--- src/rtl/pipe_hazard_ctrl.sv ---
`default_nettype none
// ============================================================================
//  Module   : pipe_hazard_ctrl
//  Brief    : Hazard and sequencing controller for a 5-stage RV32I pipeline.
//             Produces per-stage stall/flush controls for load-use hazards,
//             EX-resolved mispredicts and memory wait states, plus a
//             data-memory wait watchdog and saturating performance counters.
//  Revision : 1.0 - initial release
// ============================================================================
module pipe_hazard_ctrl #(
  parameter int TIMEOUT = 64,
  parameter int CNT_W   = 32
) (
  input  logic             clk,
  input  logic             rst,
  input  logic [4:0]       rs1_ID,
  input  logic [4:0]       rs2_ID,
  input  logic             use_rs1_ID,
  input  logic             use_rs2_ID,
  input  logic [4:0]       rd_EX,
  input  logic             mem_read_EX,
  input  logic             mispredict_EX,
  input  logic             imem_ready,
  input  logic             dmem_req_MEM,
  input  logic             dmem_ready,
  output logic             stallF,
  output logic             stallD,
  output logic             stallE,
  output logic             stallM,
  output logic             flushD,
  output logic             flushE,
  output logic             flushW,
  output logic             fault,
  output logic [CNT_W-1:0] stall_cnt,
  output logic [CNT_W-1:0] flush_cnt
);

  // Wait counter must be able to hold TIMEOUT-1.
  localparam int c_WC_W = (TIMEOUT < 2) ? 1 : $clog2(TIMEOUT);
  localparam logic [c_WC_W-1:0] c_WC_LAST = c_WC_W'(TIMEOUT - 1);

  typedef enum logic [1:0] {
    ST_RUN   = 2'd0,
    ST_DWAIT = 2'd1,
    ST_FAULT = 2'd2
  } state_t;

  state_t            r_state;
  logic [c_WC_W-1:0] r_wait_cnt;
  logic              r_fault;
  logic [CNT_W-1:0]  r_stall_cnt;
  logic [CNT_W-1:0]  r_flush_cnt;

  logic w_dwait;
  logic w_loaduse;
  logic w_flush_evt;
  logic w_in_fault;

  assign w_dwait    = dmem_req_MEM & ~dmem_ready;
  assign w_loaduse  = mem_read_EX & (rd_EX != 5'd0) &
                      ((use_rs1_ID & (rd_EX == rs1_ID)) |
                       (use_rs2_ID & (rd_EX == rs2_ID)));
  assign w_in_fault = (r_state == ST_FAULT);

  // Mispredict is only acted on when no data-memory wait is holding EX.
  assign w_flush_evt = ~rst & ~w_in_fault & ~w_dwait & mispredict_EX;

  // Prioritised stall/flush decode from current inputs and state.
  always_comb begin
    stallF = 1'b0;
    stallD = 1'b0;
    stallE = 1'b0;
    stallM = 1'b0;
    flushD = 1'b0;
    flushE = 1'b0;
    flushW = 1'b0;
    if (rst) begin
      flushD = 1'b1;
      flushE = 1'b1;
      flushW = 1'b1;
    end else if (w_in_fault || w_dwait) begin
      // Freeze the front of the pipe and drain bubbles into WB.
      stallF = 1'b1;
      stallD = 1'b1;
      stallE = 1'b1;
      stallM = 1'b1;
      flushW = 1'b1;
    end else if (mispredict_EX) begin
      // ID instruction is killed, so any load-use on it is irrelevant.
      flushD = 1'b1;
      flushE = 1'b1;
    end else if (w_loaduse) begin
      stallF = 1'b1;
      stallD = 1'b1;
      flushE = 1'b1;
    end else if (!imem_ready) begin
      stallF = 1'b1;
      flushD = 1'b1;
    end
  end

  // Watchdog FSM tracking outstanding data-memory wait states.
  always_ff @(posedge clk) begin
    if (rst) begin
      r_state    <= ST_RUN;
      r_wait_cnt <= '0;
      r_fault    <= 1'b0;
    end else begin
      case (r_state)
        ST_RUN: begin
          if (w_dwait) begin
            r_state    <= ST_DWAIT;
            r_wait_cnt <= c_WC_W'(1);
          end
        end
        ST_DWAIT: begin
          if (!dmem_req_MEM || dmem_ready) begin
            r_state    <= ST_RUN;
            r_wait_cnt <= '0;
          end else if (r_wait_cnt == c_WC_LAST) begin
            r_state <= ST_FAULT;
            r_fault <= 1'b1;
          end else begin
            r_wait_cnt <= r_wait_cnt + 1'b1;
          end
        end
        ST_FAULT: begin
          r_fault <= 1'b1;
        end
        default: begin
          r_state    <= ST_RUN;
          r_wait_cnt <= '0;
        end
      endcase
    end
  end

  // Saturating performance counters, frozen while faulted.
  always_ff @(posedge clk) begin
    if (rst) begin
      r_stall_cnt <= '0;
      r_flush_cnt <= '0;
    end else if (!w_in_fault) begin
      if (stallF && (r_stall_cnt != {CNT_W{1'b1}})) begin
        r_stall_cnt <= r_stall_cnt + 1'b1;
      end
      if (w_flush_evt && (r_flush_cnt != {CNT_W{1'b1}})) begin
        r_flush_cnt <= r_flush_cnt + 1'b1;
      end
    end
  end

  assign fault     = r_fault;
  assign stall_cnt = r_stall_cnt;
  assign flush_cnt = r_flush_cnt;

endmodule
`default_nettype wire

--- config.mk ---
export PLATFORM = sky130hd
export DESIGN_NAME = pipe_hazard_ctrl
export DESIGN_NICKNAME = d
export VERILOG_FILES = /design/src/rtl/pipe_hazard_ctrl.sv
export SDC_FILE = /design/constraint.sdc
export NUM_CORES = 1
export LEC_CHECK = 0
export CAP_MARGIN = 30
export CORE_MARGIN = 2
export CORE_UTILIZATION = 30
export DETAILED_ROUTE_END_ITERATION = 6
export GPL_TIMING_DRIVEN = 0
export SETUP_SLACK_MARGIN = 0.2
export SYNTH_ARGS = -nofsm -noshare
export SYNTH_HDL_FRONTEND = slang
export SYNTH_SLANG_ARGS = --single-unit
--- constraint.sdc ---
create_clock -name clk -period 3.29 [get_ports clk]
set_input_delay 0.658 -clock clk [delete_from_list [all_inputs] [get_ports clk]]
set_output_delay 0.658 -clock clk [all_outputs]
set_load 0.02 [all_outputs]
==> flow_summary.yaml, run 1 <==
die:
  pin_count: 96
  die_h_um: 118
  start_util_pct: 30.7
  num_rows: 41
  die-area_sq_mm: 0.0138
  core_sq_mm: 0.0126
  die_w_um: 118
cells_and_area:
  fin_nets: 606
  syn_to_final_growth_pct: 38.8
  layout_commonest_cell: "clkdlybuf4s50_1"
  insertedDiodeCount: 0
  drive_above_1_share_pct: 9.47
  fin_area_sq_mm: 0.00537
  layout.cells.most_common_list: "clkdlybuf4s50_1 (86), dfxtp_1 (73), nor2_1 (60)"
power:
  fin_total_pwr_w: 0.00209
  vdd.ir_drop.worst_mv: 0.283
  power_density_mw_per_mm2: 390
  p_leak_nw: 1.78
timing:
  slew_viol_final: 0
  period_share_pct: 90.0
  worstMarginPinSlew_ns: 0.622
  slew_headroom_pct: 58.1
  finClkSkew_ns: 0.00548
  fmax_mhz: 338
  hold_viol_final: 0
  report.final.setup_viol: 0
  period_needed_ns: 2.96
  grt_setup_unrepaired: "false"
synthesis:
  synth-main-ff-cell: "dfxtp_1"
  async_flop_share_pct: 0
  syn_nets: 500
  synth_top_area_share_pct: 37.8
  ys_seq_area_share_pct: 37.8
  yosys-top-cells-area: "dfxtp_1 (38%), xnor2_1 (7.0%), nor2_1 (5.9%)"
  yosysWarnings: 0
  synthCells: 470
  synth_area_sq_mm: 0.00387
  ys_types: 49
  ys_seq_elements: 73
  avgSynthCellArea_sq_um: 8.23
  yosys.area.top_type: "dfxtp_1"
  synth_edf_count: 0
detailed_routing:
  firstDrtPassIters: 4
  drc: 0
  vias: 3764
  wl_per_cell_um: 14.4
  ant_nets: 0
  wl_mm: 10.8
  avgViaCountPerCell: 5.00
  drt-initial-drc-count: 264
grt:
  globalRouteTotalUtil_pct: 15.5
  grt_max_degree: 13
  grt_first_pass_wirelength_mm: 17.7
  globalRouteOverflowTotal: 0
  grt_pass1_vias: 3636
  antenna_found_initial: 0
critical_path:
  crit_fanout: 6
  endpoint_kind: "output port"
  start_kind: "input port"
  critPathKind: "in2out"
  arrival_ns: 2.30
  cp.required_ns: 2.63
place:
  portBuffers: 95
  gp_congestion: 0.831
  placed_area_sq_mm: 0.00504
  place_hpwl_mm: 7.88
cts:
  h-tree-depth: 3
  cts_hold_buf: 0
  cts_num_sinks: 73
  cts_buffers: 9
  post_cts.repair.setup_buffers: 0
  root_buffer: "clkbuf_16"
  clock_latency_ns: 0.33
  clk_path_buf_depth: 2
  clk_pin_slew_ns: 0.06
  cts_tree: "done"
status:
  status: "finished clean"
worst_hold_path:
  hp-class: "reg2reg"
job:
  cap_violations: 0
==> flip-flops by register name, indices dropped and copies added (netlist names) <==
| name | cells |
|---|---|
| fault | 1 |
| flush_cnt | 32 |
| r_state | 2 |
| r_wait_cnt | 6 |
| stall_cnt | 32 |
==> area by class of cell <==
type	instances	area, sq um
clock inverters	6	82.6
fillers	1282	7250
clock buffers	10	229
multi-input cells	365	2270
flip-flops and latches	73	1460
plain buffers	22	130
well taps	172	215
inverters	10	37.5
repair buffers	95	946
==> layer usage <==
metal	share of wire, %	vias to the layer above	GRT usage [%]
met4	0.87	0	3.16
met2	47	103	25.4
met5	0	-	0
li1	-	1901	-
met3	5.6	10	5.04
met1	47	1750	19.9
==> power breakdown <==
part / switching (W) / internal, W / leakage [nW]
logic: 0.0000876 / 0.0000743 / 1.04
registers: 0.00000815 / 0.000892 / 0.589
clock network: 0.000371 / 0.000660 / 0.152
total: 0.000467 / 0.00163 / 1.78
==> critical path, stage by stage <==
cell and delay, ns:
clkdlybuf4s50_1 0.46, nor2b_2 0.19, nor2_1 0.07, nor2_2 0.19, buf_4 0.14, clkdlybuf4s50_1 0.59
==> synth_stat cells (3+ instances only) <==
cell type  count
buf_2          3
nor2_1        61
or3_1         14
or4_1         10
and2_1         4
ha_1           6
nand2_1       28
o31ai_1       12
nor2b_1        4
nor4_1         4
nand2b_1       4
a21oi_1       34
nand4_1       19
clkbuf_1      11
or2_2          3
and3_1        13
inv_1         10
mux2_2         5
or4_2          4
nor3_1        17
dfxtp_1       73
o21ai_0       20
xnor2_1       31
nand3_1       28
xor2_1        12
buf_4          4
nor3b_1        3
==> stage by stage <==
| step | hold WS [ns] | setup slack (ns) | setup TNS [ns] | std cells | utilization (%) |
|---|---|---|---|---|---|
| 2_1_floorplan | 0.458 | 0.695 | 0 | 470 | - |
| 5_1_grt | 0.523 | 0.219 | 0 | 753 | 42.6 |
| 6_report | 0.477 | 0.328 | 0 | 753 | 42.6 |
| 4_1_cts | 0.493 | 0.0913 | 0 | 753 | 42.5 |
| 3_5_place_dp | 0.476 | -0.349 | -1.03 | 737 | 39.9 |
| 3_3_place_gp | 0.470 | -0.362 | -1.04 | 737 | 39.9 |
==> worst paths after layout <==
kind	start	end	slack [ns]	cells past startpoint
max reg2reg	stall_cnt[0]	stall_cnt[1]	0.53	9
min	fault	fault	0.48	2
min reg2reg	fault	fault	0.48	2
max	dmem_req_MEM	stallM	0.33	6
==> cells by family after synthesis <==
| family | after synthesis | share of synthesized area [%] |
|---|---|---|
| AOI/OAI and AO/OA | 77 | 11.5 |
| xor gates and xnor gates | 43 | 9.73 |
| adders and majority gates | 6 | 1.94 |
| buffers and inverters | 32 | 4.24 |
| DFF | 73 | 37.8 |
| muxes | 7 | 1.97 |
| and+or+nand+nor | 232 | 32.8 |
==> timing repair <==
item	4_1_cts	5_1_grt
setup endpoints to repair	6	9
pin swaps	0	0
gates resized for setup	20	5
Power figures use the tool's default switching activity.
==> inputs of run 2 (changes only) <==
--- a/config.mk
+++ b/config.mk
@@ -10,6 +10,7 @@
 export CORE_UTILIZATION = 30
 export DETAILED_ROUTE_END_ITERATION = 6
 export GPL_TIMING_DRIVEN = 0
+export REMOVE_ABC_BUFFERS = 1
 export SETUP_SLACK_MARGIN = 0.2
 export SYNTH_ARGS = -nofsm -noshare
 export SYNTH_HDL_FRONTEND = slang
==> flow_summary.yaml, run 2 (synthesis gave the netlist of run 1 again) <==
grt:
  globalRouteTotalUtil_pct: 14.2
  grt_pass1_vias: 3366
  antenna_found_initial: 0
  grt_first_pass_wirelength_mm: 16.6
  globalRouteOverflowTotal: 0
  grt_max_degree: 46
place:
  dpl_worst_slack_ns: -0.420
  portBuffers: 95
  gp_congestion: 0.805
  dpl.cell_count: 721
  place_hpwl_mm: 7.09
critical_path:
  critPathKind: "in2out"
  worst-path-buf-inv: 2
  cpMaxStageDelayCell: "clkdlybuf4s50_1"
  start_kind: "input port"
  cp.required_ns: 2.63
  arrival_ns: 2.33
  slowest_delay_ns: 0.67
  critical-path-top-delay-family: "buffers and inverters"
  crit_path_cell_trace: "clkdlybuf4s50_1, nor2b_2, nor2_1, nor2_1, clkdlybuf4s50_1"
  crit_fanout: 6
  endpoint_kind: "output port"
detailed_routing:
  drt-initial-drc-count: 186
  wl_mm: 9.76
  vias: 3714
  ant_nets: 0
  drc: 0
  firstDrtPassIters: 4
  avgViaCountPerCell: 5.03
  wl_per_cell_um: 13.2
die:
  pin_count: 96
  start_util_pct: 30.7
  die_h_um: 118
  die-area_sq_mm: 0.0138
  die_w_um: 118
  core_sq_mm: 0.0126
  num_rows: 41
timing:
  fmax_mhz: 335
  grt_setup_unrepaired: "false"
  finClkSkew_ns: 0.00868
  slew_viol_final: 0
  worst_slack_ns: 0.301
  period_needed_ns: 2.99
  period_share_pct: 90.9
  report.final.setup_viol: 0
  worst_hold_slack_ns: 0.467
  hold_viol_final: 0
  worstMarginPinSlew_ns: 1.00
  slew_headroom_pct: 32.8
cts:
  cts_buffers: 9
  h-tree-depth: 3
  clk_path_buf_depth: 2
  root_buffer: "clkbuf_16"
  cts_tree: "done"
  cts_num_sinks: 73
  clock_latency_ns: 0.33
  clk_pin_slew_ns: 0.05
cells_and_area:
  layout_commonest_cell: "clkdlybuf4s50_1"
  layout.cells.most_common_list: "clkdlybuf4s50_1 (85), dfxtp_1 (73), nor2_1 (61)"
  utilization_pct: 42.2
  syn_to_final_growth_pct: 37.7
  drive_above_1_share_pct: 9.70
  layoutNonFillerInstCount: 739
  fin_nets: 593
  insertedDiodeCount: 0
job:
  cap_violations: 0
power:
  p_sw_w: 0.000459
  p_leak_nw: 1.76
  seq_power_share_pct: 43.2
  p_int_w: 0.00162
  share_comb_of_total_power_pct: 7.7
  power_frac_clock_pct: 49.1
  p_sw_share_pct: 22.1
  fin_total_pwr_w: 0.00208
  power_density_mw_per_mm2: 391
  vdd.ir_drop.worst_mv: 0.193
status:
  status: "finished clean"
worst_hold_path:
  hp-class: "reg2reg"
## run 2: worst paths after layout
| kind | from | end | slack [ns] | cells after the start |
|---|---|---|---|---|
| worst min-delay path | fault | fault | 0.47 | 2 |
| worst max register to register | stall_cnt[0] | stall_cnt[13] | 0.45 | 11 |
| worst min register to register | fault | fault | 0.47 | 2 |
| worst max-delay path | dmem_req_MEM | stallM | 0.30 | 5 |
## run 2: repair_timing
item | CTS | global route
setup endpoints to repair | 13 | 14
resized for setup | 16 | 11
setup buffers | 1 | 2
pin swaps | 2 | 2
hold buffers | 0 | 0
## run 2: layout make-up
type / count / area, sq um
fillers: 1303 / 7290
multi-input cells: 365 / 2280
flip-flops and latches: 73 / 1460
repair buffers: 104 / 1030
clock buffers: 9 / 225
well taps: 172 / 215
clock inverters: 6 / 83.8
inverters: 10 / 37.5
## run 2: power groups by stage
stage | clock network [W] | logic (W) | registers [W]
CTS | 0.00105 | 0.000158 | 0.000899
global route | 0.00110 | 0.000179 | 0.000900
floorplan | 0 | 0.0000676 | 0.000922
finish | 0.00102 | 0.000161 | 0.000899
detailed placement | 0 | 0.000158 | 0.000919
global placement | 0 | 0.000150 | 0.000918
## run 2: per-stage QoR
| stage | setup TNS, ns | area (sq um) |
|---|---|---|
| 5_1_grt | 0 | 5330 |
| 2_1_floorplan | -8.25 | 3740 |
| 3_5_place_dp | -3.65 | 4960 |
| 6_report | 0 | 5330 |
| 3_3_place_gp | -163.68 | 4910 |
| 4_1_cts | 0 | 5280 |
## run 2: routing by layer
layer / global-route usage (%) / wire length, um
met1: 19.1 / 4770
met3: 4.70 / 579
met4: 4.14 / 61
met5: 0 / 0
met2: 21.6 / 4350
## run 2: tightest hold or removal path: stages, from the launching register on
cell and delay [ns]:
dfxtp_1 0.32, a21oi_1 0.04, nor2_1 0.07
